`src/rtl/rtc_bus_sequencer.sv`:
```
// RTC multiplexed-bus sequencer: sweeps the seconds/minutes/hours registers,
// reading into held outputs or writing from a snapshot taken at start.
module rtc_bus_sequencer #(
    parameter int         T_PH      = 4,
    parameter logic [7:0] ADDR_SEG  = 8'h21,
    parameter logic [7:0] ADDR_MIN  = 8'h22,
    parameter logic [7:0] ADDR_HORA = 8'h23
) (
    input  logic       clk,
    input  logic       reset,
    input  logic       start_read,
    input  logic       start_write,
    input  logic [7:0] seg_in,
    input  logic [7:0] min_in,
    input  logic [7:0] hora_in,
    input  logic [7:0] bus_in,
    output logic [7:0] bus_out,
    output logic       bus_oe,
    output logic       cs_n,
    output logic       rd_n,
    output logic       wr_n,
    output logic       ad_n,
    output logic [7:0] seg_out,
    output logic [7:0] min_out,
    output logic [7:0] hora_out,
    output logic       busy,
    output logic       done
);

    localparam int PW = $clog2(T_PH) + 1;
    localparam logic [PW-1:0] PH_LAST = PW'(T_PH - 1);

    typedef enum logic [2:0] {IDLE, ADDR, GAP1, DATA, GAP2, DONE} state_t;

    state_t          state, state_d;
    logic [PW-1:0]   ph, ph_d;
    logic [1:0]      idx, idx_d;
    logic            mode_wr, mode_wr_d;
    logic [2:0][7:0] snap, snap_d;
    logic            phase_end, capture;
    logic [7:0]      addr_sel, data_sel;
    logic [7:0]      bus_out_d;
    logic            bus_oe_d, cs_n_d, rd_n_d, wr_n_d, ad_n_d;
    logic            busy_d, done_d;

    always_comb begin
        state_d   = state;
        ph_d      = ph;
        idx_d     = idx;
        mode_wr_d = mode_wr;
        snap_d    = snap;
        phase_end = (ph == PH_LAST);
        capture   = (state == DATA) && !mode_wr && phase_end;
        unique case (state)
            IDLE: begin
                ph_d  = '0;
                idx_d = 2'd0;
                if (start_write) begin
                    state_d   = ADDR;
                    mode_wr_d = 1'b1;
                    snap_d    = {hora_in, min_in, seg_in};
                end else if (start_read) begin
                    state_d   = ADDR;
                    mode_wr_d = 1'b0;
                end
            end
            ADDR, GAP1, DATA, GAP2: begin
                ph_d = phase_end ? '0 : ph + 1'b1;
                if (phase_end) begin
                    unique case (state)
                        ADDR: state_d = GAP1;
                        GAP1: state_d = DATA;
                        DATA: state_d = GAP2;
                        default: begin
                            if (idx == 2'd2) begin
                                state_d = DONE;
                            end else begin
                                state_d = ADDR;
                                idx_d   = idx + 2'd1;
                            end
                        end
                    endcase
                end
            end
            DONE: begin
                state_d = IDLE;
                idx_d   = 2'd0;
            end
            default: state_d = IDLE;
        endcase

        unique case (idx_d)
            2'd0: begin
                addr_sel = ADDR_SEG;
                data_sel = snap_d[0];
            end
            2'd1: begin
                addr_sel = ADDR_MIN;
                data_sel = snap_d[1];
            end
            default: begin
                addr_sel = ADDR_HORA;
                data_sel = snap_d[2];
            end
        endcase

        // Outputs are decoded from the next state so they can be registered.
        bus_out_d = bus_out;
        bus_oe_d  = 1'b0;
        cs_n_d    = 1'b1;
        rd_n_d    = 1'b1;
        wr_n_d    = 1'b1;
        ad_n_d    = 1'b1;
        busy_d    = 1'b0;
        done_d    = 1'b0;
        unique case (state_d)
            ADDR: begin
                cs_n_d    = 1'b0;
                wr_n_d    = 1'b0;
                ad_n_d    = 1'b0;
                bus_oe_d  = 1'b1;
                bus_out_d = addr_sel;
                busy_d    = 1'b1;
            end
            GAP1, GAP2: busy_d = 1'b1;
            DATA: begin
                cs_n_d = 1'b0;
                busy_d = 1'b1;
                if (mode_wr_d) begin
                    wr_n_d    = 1'b0;
                    bus_oe_d  = 1'b1;
                    bus_out_d = data_sel;
                end else begin
                    rd_n_d = 1'b0;
                end
            end
            DONE: done_d = 1'b1;
            default: ;
        endcase
    end

    always_ff @(posedge clk) begin
        if (reset) begin
            state    <= IDLE;
            ph       <= '0;
            idx      <= 2'd0;
            mode_wr  <= 1'b0;
            snap     <= '0;
            bus_out  <= 8'h00;
            bus_oe   <= 1'b0;
            cs_n     <= 1'b1;
            rd_n     <= 1'b1;
            wr_n     <= 1'b1;
            ad_n     <= 1'b1;
            busy     <= 1'b0;
            done     <= 1'b0;
            seg_out  <= 8'h00;
            min_out  <= 8'h00;
            hora_out <= 8'h00;
        end else begin
            state   <= state_d;
            ph      <= ph_d;
            idx     <= idx_d;
            mode_wr <= mode_wr_d;
            snap    <= snap_d;
            bus_out <= bus_out_d;
            bus_oe  <= bus_oe_d;
            cs_n    <= cs_n_d;
            rd_n    <= rd_n_d;
            wr_n    <= wr_n_d;
            ad_n    <= ad_n_d;
            busy    <= busy_d;
            done    <= done_d;
            if (capture) begin
                unique case (idx)
                    2'd0:    seg_out  <= bus_in;
                    2'd1:    min_out  <= bus_in;
                    default: hora_out <= bus_in;
                endcase
            end
        end
    end

endmodule

```
`config.mk`:
```
export PLATFORM = sky130hd
export DESIGN_NAME = rtc_bus_sequencer
export DESIGN_NICKNAME = d
export VERILOG_FILES = /design/src/rtl/rtc_bus_sequencer.sv
export SDC_FILE = /design/constraint.sdc
export NUM_CORES = 1
export LEC_CHECK = 0
export CAP_MARGIN = 0
export CELL_PAD_IN_SITES_DETAIL_PLACEMENT = 0
export CELL_PAD_IN_SITES_GLOBAL_PLACEMENT = 2
export CORE_MARGIN = 8
export CORE_UTILIZATION = 29
export DETAILED_ROUTE_END_ITERATION = 12
export GPL_TIMING_DRIVEN = 0
export HOLD_SLACK_MARGIN = 0.15
export PLACE_DENSITY = 0.89
export SYNTH_ARGS = -nofsm -noshare
export SYNTH_HDL_FRONTEND = slang
export SYNTH_SLANG_ARGS = --single-unit
```
`constraint.sdc`:
```
create_clock -name clk -period 2.6 [get_ports clk]
set_input_delay 0.52 -clock clk [delete_from_list [all_inputs] [get_ports clk]]
set_output_delay 0.52 -clock clk [all_outputs]
set_load 0.02 [all_outputs]
```
* Word level (Yosys, flattened, before mapping)
Index checks and enable logic that the tools add are counted.
** Cells by class
- Add/subtract/negate cells :: 2
- $mul :: 0
- Divide/modulo/power cells :: 0
- $lt $le $gt $ge :: 0
- Eq/ne operators :: 15
- Shift-type cells :: 0
- Muxes and demuxes :: 29
- Bitwise logic cells :: 2
- Reductions and logical operators :: 19
** Operators by type and width (count)
- 24-bit two-way mux :: 2
- 8-bit case mux with 2 select lines :: 2
- 3-bit by 2-bit equality test with 1-bit output, second input constant :: 5
- 3-bit two-way mux :: 5
- 3-bit equality test, second input constant :: 4
- 3-bit case mux with 2 select lines :: 2
- 1-bit two-way mux :: 9
- 3-bit case mux with 3 select lines :: 1
- 8-bit two-way mux :: 1
- 2-bit case mux with 2 select lines :: 2
- 2-bit AND reduction :: 4
- 2-bit OR reduction :: 4
- 4-bit OR reduction :: 2
- 3-bit by 1-bit equality test with 1-bit output, second input constant :: 2
- 2-bit two-way mux :: 3
- 2-bit by 1-bit equality test with 1-bit output, second input constant :: 2
- 2-bit zero test :: 2
- 1-bit case mux with 2 select lines :: 2
- 2-bit nonzero test :: 2
- 3-bit by 1-bit adder with 3-bit output, second input constant :: 1
- 3-bit zero test :: 1
- 3-bit OR reduction :: 1
- 2-bit by 1-bit adder with 2-bit output, second input constant :: 1
- 2-bit equality test, second input constant :: 1
- 4 further kinds :: 6
** Storage, ports and cells
- Bits in registers :: 72
- Bits in latches :: 0
- Memory bits (writable) :: 0
- Memory bits (read-only) :: 0
- Bits of input ports :: 36
- Output and inout bits :: 39
- Word-level logic and storage cells :: 85
- Memories kept :: 0

* Logic depth before layout (Yosys ltp)
- Depth after elaboration :: 9
- Gate-level depth with buffers :: 8
- Depth with buffers taken out :: 7

* Worst setup path after synthesis
OpenSTA, ideal clock, no wires.
- Path kind :: register to register
- Start point :: register idx[0]
- End point :: register bus_out[0]
- Library setup time :: 129 ps
- Arrival :: 2052 ps
- Required time :: 2471 ps
- Setup slack :: 419 ps
- Cell stages (with the launch flop) :: 9
- Buffers on the path :: 1
- Period minus slack after synthesis :: 2181 ps
- Cell sequence :: dfxtp_1 -> clkbuf_1 -> inv_1 -> ha_1 -> nand3b_1 -> a2bb2oi_1 -> o21ai_1 -> a2111oi_0 -> o32ai_1
** Between the ends
- Longest elaborated chain between the ends :: 9
- Elaborated cells on any way between the ends :: 21
- Those cells by class :: add/sub (1); eq/ne (5); mux (12); reduce/logical (3)
** Ends and longest elaborated chain
- start, declared :: RTL line 37 : logic [1:0] idx, idx_d;
- start signal, assigned :: RTL line 163 : idx <= idx_d;
- 2-bit by 1-bit adder with 2-bit output / 2-bit equality test (equally long branches) :: RTL line 79, 75
- 2-bit two-way mux :: RTL line 75 : if (idx == 2'd2) begin
- 2-bit two-way mux :: RTL line 70 : unique case (state)
- 2-bit two-way mux :: RTL line 69 : if (phase_end) begin
- 2-bit case mux with 2 select lines :: RTL line 54 : unique case (state)
- 2-bit by 1-bit equality test with 1-bit output / 2-bit zero test (equally long branches) :: RTL line 92 : unique case (idx_d)
- 8-bit case mux with 2 select lines :: RTL line 92
- 8-bit two-way mux :: RTL line 129 : if (mode_wr_d) begin
- 8-bit case mux with 2 select lines :: RTL line 116 : unique case (state_d)
- end signal, assigned :: RTL line 166 : bus_out <= bus_out_d;
- end, declared :: RTL line 17 : output logic [7:0] bus_out,
Several ways; a longest one is shown, not always the timed one. The select of a mux whose other input is x is not followed.
A chain may end at the register's enable or synchronous reset.

* Worst setup path after layout
Same ends and word-level chain as after synthesis.

==> impl_metrics.ini <==
[run_status]
status = finished, final reports clean

[clocking]
tritoncts = yes
clockBufferDepth = 2
cts_hold_buf = 0
cts_sinks = 72
insertion_delay_ns = 0.36
cts_inserted_buffers = 9
h-tree-depth = 3
cts-root-buf = clkbuf_8
clk_pin_slew_worst_paths_ns = 0.08

[setup_path]
crit_required_ns = 2.83
r2r-start = idx[0]
reg2reg_depth = 8
regToRegEndpoint = bus_out[0]
worstSetupPathType = reg2reg
path_max_fanout = 8
r2r_slack_ns = 0.13
worstPathArrival_ns = 2.69
start_kind = flop
critPathCaptureType = flop

[synth]
yosysUniqueCellTypes = 53
syn_avg_cell_area_um2 = 8.786
async_flop_share_pct = 0
ys_ff_latch = 72
synthesis.nets = 401
synth_ff_type = dfxtp_1
synthCells = 361
synth_edf_count = 0
ys_seq_area_share_pct = 45.44
netlist_area_mm2 = 0.003172
yosysWarnings = 0

[sta]
tightestPinTransition_ns = 0.7280
max_clock_freq_mhz = 405.2
finClkSkew_ns = 0.01298
setup_violations = 0
rsz0062_at_grt = false
slew_headroom_pct = 51.09
slew_violations = 0
hold_viol_final = 0
fin_hold_ws_ns = 0.4552
tns_ns = 0
worst_slack_ns = 0.1320
min_period_over_period_pct = 94.92
post-route-min-period_ns = 2.468

[layout]
area_growth_pct = 36.84
drive_gt1_share_pct = 7.761
finish.instance_area_mm2 = 0.004340
final_nets = 486

[global_routing]
grt_pass1_vias = 2891
grt_overflow = 0
grt_pass1_wl_mm = 14.96
antenna_found_initial = 0
grt_max_degree = 15
groute.usage.overall_pct = 12.95

[route]
drt-total-wl_mm = 9.294
drtAntennaViolNets = 0
vias_per_cell = 4.831
firstDrtPassIters = 4
drt-initial-drc-count = 118
drt-wirelength-per-cell_um = 15.70
drcViolationCount = 0
vias = 2860

[power_and_ir_drop]
p_total_w = 0.002441
power_density_mw_per_mm2 = 562.4
vdd.ir_drop.worst_v = 0.0002798
p_leak_nw = 1.553

[worst_hold_path]
hold_class = reg2reg
min-delay-start = snap[12]
holdPathStages = 2
hold-path-endpoint = snap[12]

[placed_design]
dp_hpwl_mm = 6.901
port_buffers = 74
post_dp_cell_area_mm2 = 0.004088
gp_routability_congestion = 0.8378
place_ws_ns = -0.2439

[die]
start_util_pct = 29.52
coreArea_mm2 = 0.01075
die_height_um = 120.6
num_rows = 38
die_x_um = 120.6
ios = 75
die_area_mm2 = 0.01454

[job]
cap_violations = 0
## sequential cells by signal, indices dropped and copies added, names as in the netlist, 2 cells and up
register / cells
seg_out: 8
ph: 3
snap: 24
hora_out: 8
state: 3
idx: 2
min_out: 8
bus_out: 8
## routing by layer
layer / GRT usage (%) / part of all wire [%] / vias up
met1: 16.32 / 47 / 1333
met5: 0 / 0 / -
met2: 19.49 / 45 / 69
met4: 4.606 / 1.2 / 0
met3: 5.315 / 6.8 / 11
li1: - / - / 1447
## Yosys cell counts, drive strengths merged (5+ instances only)
library cell | instances | area, um2
dfxtp | 72 | 1441
nand2 | 57 | 214.0
nor2 | 38 | 142.6
a21oi | 34 | 170.2
mux2i | 26 | 260.3
clkbuf | 15 | 56.30
inv | 11 | 41.29
buf | 10 | 55.05
a211oi | 9 | 67.56
nor3 | 9 | 45.04
nand3 | 6 | 30.03
o221ai | 6 | 52.55
o211a | 5 | 50.05
o211ai | 5 | 37.54
## critical path: stages (launching register included)
cell	delay, ns
dfxtp_1	0.35
clkbuf_2	0.22
inv_1	0.12
ha_1	0.27
nand3b_1	0.22
a2bb2oi_4	0.26
o21ai_1	0.22
a2111oi_1	0.55
o32ai_1	0.14
## power by group
part	internal (W)	leakage [nW]	switching (W)
sequential	0.00114	0.587	0.0000201
clock	0.000550	0.115	0.000456
combinational	0.000125	0.852	0.000149
## repair_timing
item	in CTS	in global routing
pin swaps	0	0
gates resized for setup	2	4
setup buffers	0	0
endpoints found under the setup margin	6	7
## how the worst max path moves through the flow
stage               slack, ns   startpoint          to
floorplan                0.42       idx[0]  bus_out[0]
global route             0.03  start_write  bus_out[6]
detailed placement      -0.24       idx[0]  bus_out[0]
global placement        -0.14  start_write  bus_out[6]
CTS                      0.02       idx[0]  bus_out[0]
finish                   0.13       idx[0]  bus_out[0]
## stage by stage
step | std cells | util [%]
after floorplan | 361 | -
after global placement | 575 | 38.04
after detailed placement | 575 | 38.04
after CTS | 591 | 40.20
after global routing | 591 | 40.37
final | 592 | 40.39
## cell usage in the layout, fill, tap and decap left out, types with 3 or more instances in the layout
master	count
nor2_1	38
nor2b_1	3
nand2_1	57
clkdlybuf4s50_1	74
clkbuf_1	14
a21oi_1	34
buf_2	8
o21a_1	3
a211oi_1	9
mux2i_1	26
o211a_1	5
nor3_1	9
nand2b_1	3
o211ai_1	5
inv_1	11
inv_6	3
a21o_1	3
nand3b_1	4
clkbuf_8	9
ha_1	4
nand3_1	6
o221ai_1	6
dfxtp_1	72
## cell families after synthesis
group / Yosys count / share of synthesized area [%]
buffers and inverters: 36 / 4.812
AND/OR/NAND/NOR: 137 / 20.36
flip-flops: 72 / 45.44
multiplexers: 26 / 8.205
AO/OA/AOI/OAI: 82 / 18.23
adder cells (fa/ha/maj): 5 / 1.894
XOR/XNOR: 3 / 1.065
## area by class of cell
| type | count | area [um2] |
|---|---|---|
| fill | 1106 | 6405 |
| sequential | 72 | 1441 |
| buffer | 25 | 112.6 |
| tap | 140 | 175.2 |
| multi-input combinational | 253 | 1603 |
| clock inverter | 7 | 100.1 |
| clock buffer | 9 | 123.9 |
| inverter | 11 | 41.29 |
| timing repair buffer | 74 | 740.7 |
| antenna | 1 | 2.502 |
Power figures use the tool's default switching activity.
